### config.mk
export PLATFORM = sky130hd
export DESIGN_NAME = data_mem_access_unit
export DESIGN_NICKNAME = d
export VERILOG_FILES = /design/src/rtl/mem_pkg.sv /design/src/rtl/lane_steer.sv /design/src/rtl/data_mem_access_unit.sv
export SDC_FILE = /design/constraint.sdc
export NUM_CORES = 1
export LEC_CHECK = 0
export CORE_MARGIN = 8
export CORE_UTILIZATION = 25
export CTS_BUF_LIST = sky130_fd_sc_hd__clkbuf_4
export DETAILED_ROUTE_END_ITERATION = 6
export GPL_TIMING_DRIVEN = 0
export PLACE_DENSITY = 0.56
export SLEW_MARGIN = 20
export SYNTH_ARGS = -nofsm -noshare
export SYNTH_HDL_FRONTEND = slang
export SYNTH_SLANG_ARGS = --single-unit
### constraint.sdc
create_clock -name clk -period 5.95 [get_ports clk]
set_clock_uncertainty 0.15 [all_clocks]
set_input_delay 1.19 -clock clk [delete_from_list [all_inputs] [get_ports clk]]
set_output_delay 1.19 -clock clk [all_outputs]
set_load 0.01 [all_outputs]
### src/rtl/mem_pkg.sv
// Shared types for the data memory access unit: access sizes, FSM states,
// latched request layout and the size/offset alignment rule.
package mem_pkg;
  localparam int LANES  = 4;
  localparam int LANE_W = 8;

  typedef enum logic [1:0] {
    SZ_BYTE = 2'b00,
    SZ_HALF = 2'b01,
    SZ_WORD = 2'b10,
    SZ_RSVD = 2'b11
  } size_e;

  typedef enum logic [2:0] {
    IDLE,
    ISSUE,
    RD_WAIT,
    RESP,
    ERR
  } state_e;

  typedef struct packed {
    logic        is_write;
    size_e       size;
    logic [1:0]  offset;
    logic [31:0] wdata;
  } mem_req_t;

  function automatic logic size_aligned(input size_e sz, input logic [1:0] off);
    case (sz)
      SZ_BYTE: return 1'b1;
      SZ_HALF: return ~off[0];
      SZ_WORD: return off == 2'b00;
      default: return 1'b0;
    endcase
  endfunction
endpackage

### src/rtl/lane_steer.sv
// Store-side lane steering: per-lane write enables, lane data placement and
// the alignment verdict for one sized access. Lane k is bits 31-8k -: 8.
module lane_steer
  import mem_pkg::*;
#(
  parameter int WORD_SIZE = 32
) (
  input  size_e                  size,
  input  logic [1:0]             offset,
  input  logic [WORD_SIZE-1:0]   write_data,
  output logic [LANES-1:0]       we,
  output logic [WORD_SIZE-1:0]   wdata,
  output logic                   align_ok
);
  assign align_ok = size_aligned(size, offset);

  for (genvar k = 0; k < LANES; k++) begin : g_lane
    assign we[k] = (size == SZ_WORD)
                 | ((size == SZ_BYTE) && (offset == 2'(k)))
                 | ((size == SZ_HALF) && (offset[1] == 1'(k / 2)));
  end

  // Replicating the low byte/half puts the right data on whichever lanes are enabled.
  always_comb begin
    wdata = write_data;
    case (size)
      SZ_BYTE: wdata = {LANES{write_data[LANE_W-1:0]}};
      SZ_HALF: wdata = {2{write_data[2*LANE_W-1:0]}};
      default: wdata = write_data;
    endcase
  end
endmodule

### src/rtl/data_mem_access_unit.sv
// Load/store stage driving four byte-lane synchronous RAM banks.
// Define DATA_MEM_BOUNDS_CHECK_EN to reject addresses beyond the bank range.
module data_mem_access_unit
  import mem_pkg::*;
#(
  parameter int WORD_SIZE = 32,
  parameter int ADDR_W    = 10
) (
  input  logic                 clk,
  input  logic                 rst,
  input  logic                 req,
  input  logic [31:0]          address,
  input  logic                 is_write,
  input  logic [1:0]           access_size,
  input  logic [WORD_SIZE-1:0] write_data,
  output logic                 busy,
  output logic                 done,
  output logic                 error,
  output logic [WORD_SIZE-1:0] read_data,
  output logic [ADDR_W-1:0]    bank_addr,
  output logic [LANES-1:0]     bank_we,
  output logic [WORD_SIZE-1:0] bank_wdata,
  input  logic [WORD_SIZE-1:0] bank_rdata
);
  state_e               state, state_nx;
  mem_req_t             req_q;
  logic [ADDR_W-1:0]    waddr_q;
  logic                 err_q;
  logic [WORD_SIZE-1:0] rdata_q;

  size_e                st_size;
  logic [1:0]           st_off;
  logic [WORD_SIZE-1:0] st_wdata;
  logic [LANES-1:0]     steer_we;
  logic [WORD_SIZE-1:0] steer_wdata;
  logic                 align_ok, oob, req_bad;
  logic [WORD_SIZE-1:0] rd_byte_sh, rd_half_sh, rd_lane;

  // In IDLE the steer judges the incoming request; afterwards it drives the latched one.
  always_comb begin
    st_size  = req_q.size;
    st_off   = req_q.offset;
    st_wdata = req_q.wdata;
    if (state == IDLE) begin
      st_size  = size_e'(access_size);
      st_off   = address[1:0];
      st_wdata = write_data;
    end
  end

  lane_steer #(.WORD_SIZE(WORD_SIZE)) u_steer (
    .size       (st_size),
    .offset     (st_off),
    .write_data (st_wdata),
    .we         (steer_we),
    .wdata      (steer_wdata),
    .align_ok   (align_ok)
  );

`ifdef DATA_MEM_BOUNDS_CHECK_EN
  assign oob = |address[31:ADDR_W+2];
`else
  logic unused_addr_hi;
  assign unused_addr_hi = ^address[31:ADDR_W+2];
  assign oob = 1'b0;
`endif
  assign req_bad = !align_ok || oob;

  // Right-align the addressed lane(s): byte k sits 8*(3-k) above bit 0, half k at 16 or 0.
  assign rd_byte_sh = bank_rdata >> {2'd3 - req_q.offset, 3'b000};
  assign rd_half_sh = bank_rdata >> {~req_q.offset[1], 4'b0000};

  always_comb begin
    rd_lane = bank_rdata;
    case (req_q.size)
      SZ_BYTE: rd_lane = {{(WORD_SIZE-LANE_W){1'b0}}, rd_byte_sh[LANE_W-1:0]};
      SZ_HALF: rd_lane = {{(WORD_SIZE-2*LANE_W){1'b0}}, rd_half_sh[2*LANE_W-1:0]};
      default: rd_lane = bank_rdata;
    endcase
  end

  always_comb begin
    state_nx   = state;
    busy       = 1'b1;
    done       = 1'b0;
    bank_we    = '0;
    bank_wdata = '0;
    case (state)
      IDLE: begin
        busy = 1'b0;
        if (req) state_nx = req_bad ? ERR : ISSUE;
      end
      ISSUE: begin
        bank_we    = req_q.is_write ? steer_we : '0;
        bank_wdata = steer_wdata;
        state_nx   = req_q.is_write ? RESP : RD_WAIT;
      end
      RD_WAIT: state_nx = RESP;
      RESP, ERR: begin
        done     = 1'b1;
        state_nx = IDLE;
      end
      default: state_nx = IDLE;
    endcase
  end

  always_ff @(posedge clk) begin
    if (rst) begin
      state   <= IDLE;
      req_q   <= '0;
      waddr_q <= '0;
      err_q   <= 1'b0;
      rdata_q <= '0;
    end else begin
      state <= state_nx;
      if (state == IDLE && req) begin
        req_q   <= '{is_write: is_write, size: size_e'(access_size),
                     offset: address[1:0], wdata: write_data};
        waddr_q <= address[ADDR_W+1:2];
        err_q   <= req_bad;
      end
      if (state == RD_WAIT) rdata_q <= rd_lane;
    end
  end

  assign bank_addr = waddr_q;
  assign error     = err_q;
  assign read_data = rdata_q;
endmodule

==> flow_summary.toml, run 1 <==
[cells_and_area]
multiInputGateArea_um2 = 2580
drive_above_1_share_pct = 9.91
area_growth_pct = 44.4
seq_area_um2 = 1660
layout.nets = 844
final_cell_mix = "clkdlybuf4s50_1, nand2_1, dfxtp_1"
fin_cells = 977
nFillCells = 1868
fin_util_pct = 36.9
final_common_cell = "clkdlybuf4s50_1"

[worst_hold_path]
hp-class = "reg2reg"
hp-start = "req_q[23]"

[pwr]
p_leak_nw = 2.40
ir_drop_mv = 0.109
power.density_nw_per_um2 = 282

[synthesis]
synth_nets = 673
synth_fa_ha_area_share_pct = 0
ys_seq_elements = 83
synth.top_cell.area_share_pct = 36.2
async_flop_share_pct = 0
syn_inst = 571
synthSimpleGateAreaFrac_pct = 22.5
syn_area_um2 = 4580
synthXorXnorAreaFrac_pct = 0.191
yosys-mux-area-fraction_pct = 11.9
synth_area_leader_cell = "dfxtp_1"
synth_top_family_by_area = "simple AND/OR/NAND/NOR gates"
ys_warn_count = 0
synth_edf_count = 0
synth-compound-area-share_pct = 21.8
ys_types = 43
synth.area.top_cells = "dfxtp_1, nand2_1, a21oi_1, mux2i_1, a211oi_1"
yosysSeqAreaShare_pct = 36.2
avgSynthCellArea_um2 = 8.03
synth-main-ff-cell = "dfxtp_1"

[clock_network]
cts_tree = "built"
hold_buffers = 0
path_clk_slew_ns = 0.15
cts_setup_buffers = 0
cts_sinks = 83
clockBufferDepth = 2
clockRootBuffer = "clkbuf_4"
insertion_delay_ns = 0.47
htreeDepth = 3
cts_resized = 0
cts-buffers-inserted = 9

[route]
dr.pass1.iters = 4
ant_nets = 0
wire_per_inst_um = 19.1
drt_iter0_drc = 232
dr_total_vias = 4732
routed_wl_mm = 18.7
remaining_drc_errors = 0
vias_per_cell = 4.84

[timing]
slew_headroom_pct = 43.2
setup_tns_ns = 0
slew_viol_final = 0
tightest_slew_ns = 0.850
rsz0062_at_grt = "false"
hold_viol_final = 0
fin_crit_ns = 4.94
setup_viol = 0
clock.fmax_mhz = 202
whs_ns = 0.310
finalCritPeriodShare_pct = 83.1

[worst_setup_path]
path_delay_family = "buffers and inverters"
arrival_ns = 3.60
end_kind = "output port"
crit_fanout = 10
crit_top_cell = "clkdlybuf4s50_1"
critPathSlowestCell = "mux2i_1"
startpoint_type = "primary input"
r2r-start = "req_q[34]"
path_cells = "clkdlybuf4s50_1 -> nor2_1 -> mux2i_1 -> buf_4 -> nor2b_1 -> a211oi_2 -> clkdlybuf4s50_1"
critPathLaunch = "access_size[1]"
path_class = "in2out"
worstPathRequired_ns = 4.61
slowest_delay_ns = 0.60
path_buf_inv = 3

[place]
numPortBuffers = 160
place_congestion = 0.836
place_hpwl_mm = 14.4
dp.cells = 960

[floorplan]
core_area_um2 = 18000
die_h_um = 151
io_pins = 183
fp.dieW_um = 151
initial_core_util_pct = 25.5
dieArea_um2 = 22900
rows = 49

[job]
maxCapViolCount = 0

[grt]
grt_max_degree = 15
grt_pass1_wl_mm = 28.4
grt.overflow.total = 0
antenna_found_initial = 2
grt_use_total_pct = 16.4
grt_pass1_vias = 4711

[status]
run_status = "finished, final reports clean"
==> registers in the layout, indices dropped and copies added, names as in the netlist <==
signal / flops
req_q: 37
bank_addr: 10
error: 1
state: 3
read_data: 32
==> final cells by class <==
type,count,share of cell area (%)
well taps,229,4.33
clock inverters,5,0.945
flip-flops and latches,83,25.1
plain buffers,56,4.67
repair buffers,160,24.2
diodes,1,0.0378
multi-input cells,424,39.0
clock buffers,11,1.25
inverters,8,0.454
==> path summary, 6_finish.rpt <==
path	end	cells past startpoint	slack, ns
setup / recovery	bank_wdata[14]	7	1.01
hold / removal	req_q[23]	2	0.31
setup reg to reg	read_data[2]	6	3.84
hold reg to reg	req_q[23]	2	0.31
==> worst reg2reg max path: stages, from the launching register on <==
cell and delay (ns):
dfxtp_1 0.41, buf_2 0.24, nor2_1 0.35, buf_2 0.31
nand3b_1 0.10, a31o_2 0.25, a211oi_1 0.20
==> stage by stage <==
stage / area, um^2 / setup slack (ns) / power [W]
3_3_place_gp: 6470 / 0.985 / 0.00152
2_1_floorplan: 4580 / 2.25 / 0.00117
5_1_grt: 6620 / 0.867 / 0.00199
4_1_cts: 6620 / 0.971 / 0.00189
6_report: 6620 / 1.01 / 0.00187
3_5_place_dp: 6470 / 0.967 / 0.00152
==> cell usage after synthesis (all sizes together), types with 5 or more instances <==
library cell  instances
a211oi               31
clkbuf               32
nand2               124
a22o                  8
buf                  24
nand3                21
nor3                 10
inv                   8
nor2b                18
o21ai                 5
mux2i                27
dfxtp                83
nor2                 34
mux2                 12
mux4                  6
nand3b               11
a221oi               13
a21oi                76
==> layer usage <==
layer	GRT usage [%]	wire length (um)
met1	21.4	8180
met2	26.6	8950
met3	3.76	1330
met4	4.85	222
met5	0	13
==> power breakdown <==
part | leakage [nW] | internal [W] | switching [W] | total (W)
registers | 0.678 | 0.000615 | 0.0000342 | 0.000650
clock network | 0.0737 | 0.000140 | 0.000226 | 0.000366
logic | 1.65 | 0.000385 | 0.000470 | 0.000855
total | 2.40 | 0.00114 | 0.000730 | 0.00187
==> logic make-up (layout without fill, tap and decap cells) <==
logic type / count (synthesis) / in the layout
and+or+nand+nor: 228 / 228
AOI/OAI and AO/OA: 150 / 150
DFF: 83 / 83
buffers and inverters: 64 / 240
muxes: 45 / 45
xor gates and xnor gates: 1 / 1
other: 0 / 1
No activity file was read; power rests on OpenSTA's default activity.
==> run 2, diff against run 1 <==
PLACE_DENSITY = 0.58   (was 0.56)
clock period = 4.5 ns   (was 5.95 ns; I/O delays follow)
==> run 2 against run 1 <==
  * Via count grew 1.4%
  * Non-clock buffer count is the same
  * Final cell count grew 0.31%
  * Combinational power grew 32%
  * Sequential share of layout area grew 0.052 points
  * Power grew 30%
  * Critical path depth is the same
  * Design area shrank 0.21%
  * Critical endpoint is now bank_wdata[15]
==> flow_summary.toml, run 2 (synthesis results as in run 1) <==
[grt]
antenna_found_initial = 3
grt_pass1_vias = 4747
grt_use_total_pct = 16.2
grt_pass1_wl_mm = 28.2
grt_max_degree = 17
grt.overflow.total = 0

[clock_network]
clockBufferDepth = 2
cts_resized = 0
insertion_delay_ns = 0.48
cts_tree = "built"
path_clk_slew_ns = 0.16
clockRootBuffer = "clkbuf_4"
cts_setup_buffers = 0
cts-buffers-inserted = 9
htreeDepth = 3
hold_buffers = 0
cts_sinks = 83

[pwr]
p_leak_nw = 2.40
power.density_nw_per_um2 = 368
ir_drop_mv = 0.151

[timing]
setup_viol = 0
finalCritPeriodShare_pct = 95.8
tightest_slew_ns = 0.925
whs_ns = 0.311
slew_headroom_pct = 38.2
fin_crit_ns = 4.31
setup_tns_ns = 0
hold_viol_final = 0
rsz0062_at_grt = "false"
clock.fmax_mhz = 232
slew_viol_final = 0

[floorplan]
fp.dieW_um = 151
initial_core_util_pct = 25.5
die_h_um = 151
dieArea_um2 = 22900
core_area_um2 = 18000
io_pins = 183
rows = 49

[route]
dr_total_vias = 4800
dr.pass1.iters = 5
vias_per_cell = 4.90
drt_iter0_drc = 268
wire_per_inst_um = 19.0
remaining_drc_errors = 0
ant_nets = 0
routed_wl_mm = 18.6

[worst_setup_path]
worstPathRequired_ns = 3.45
startpoint_type = "primary input"
path_class = "in2out"
r2r.worst_path.cells = 7
timing.rr.end = "read_data[9]"
crit_fanout = 10
r2r_setup_slack_ns = 2.34
arrival_ns = 3.26
r2r-start = "state[1]"
end_kind = "output port"

[cells_and_area]
fin_cells = 980
final_cell_mix = "clkdlybuf4s50_1, nand2_1, dfxtp_1"
final_common_cell = "clkdlybuf4s50_1"
final_area_um2 = 6610
layout.nets = 844
drive_above_1_share_pct = 9.77
area_growth_pct = 44.1
top_register = "req_q"
largest_reg_flops = 37

[worst_hold_path]
hp-start = "req_q[22]"
min_to = "req_q[22]"
hp-class = "reg2reg"
hold_depth = 2

[place]
dp.cells = 960
place_congestion = 0.826
numPortBuffers = 160
dpl_cell_area_um2 = 6470
place_hpwl_mm = 14.4

[job]
maxCapViolCount = 0

[status]
run_status = "finished, final reports clean"
[run 2: per-stage QoR]
stage | utilization (%) | power, W | setup slack (ns)
finish | 36.8 | 0.00243 | 0.190
global route | 36.8 | 0.00257 | 0.0771
CTS | 36.7 | 0.00245 | 0.173
detailed placement | 36.0 | 0.00200 | 0.171
global placement | 36.0 | 0.00200 | 0.192
floorplan | - | 0.00154 | 1.38
[run 2: area by class of cell]
| type | count | area [um^2] |
|---|---|---|
| Inverter | 8 | 30.0 |
| Tap cell | 229 | 287 |
| Clock buffer | 9 | 67.6 |
| Sequential cell | 83 | 1660 |
| Antenna cell | 4 | 10.0 |
| Fill cell | 1901 | 11400 |
| Timing Repair Buffer | 160 | 1600 |
| Clock inverter | 7 | 56.3 |
| Buffer | 56 | 309 |
| Multi-Input combinational cell | 424 | 2580 |
[run 2: how the worst max path moves through the flow]
stage | start | endpoint | slack, ns | cells past startpoint
3_5_place_dp | access_size[1] | bank_wdata[15] | 0.17 | 7
5_1_grt | access_size[1] | bank_wdata[15] | 0.08 | 7
3_3_place_gp | access_size[1] | bank_wdata[15] | 0.19 | 7
6_report | access_size[1] | bank_wdata[15] | 0.19 | 7
4_1_cts | access_size[1] | bank_wdata[15] | 0.17 | 7
2_1_floorplan | access_size[0] | bank_wdata[24] | 1.38 | 4
[run 2: per-layer routing]
metal  global-route usage (%)  routed length (um)  vias up
met5                        0                   0        -
met4                     5.05                 314        0
met3                     3.97                1210       16
met2                     26.4                8960      141
met1                     20.6                8160     2285
li1                         -                   -     2358
[run 2: where the power goes]
| group | switching [W] | internal [W] | leakage (nW) | total [W] |
|---|---|---|---|---|
| Sequential | 0.0000459 | 0.000814 | 0.678 | 0.000860 |
| Clock | 0.000319 | 0.000123 | 0.0698 | 0.000442 |
| Combinational | 0.000619 | 0.000509 | 1.65 | 0.00113 |
[run 2: critical path, cell delays in order]
cell and delay (ns):
clkdlybuf4s50_1 0.58, nor2_1 0.07, mux2i_1 0.54, buf_4 0.32, nor2b_1 0.07, a211oi_2 0.19, clkdlybuf4s50_1 0.57
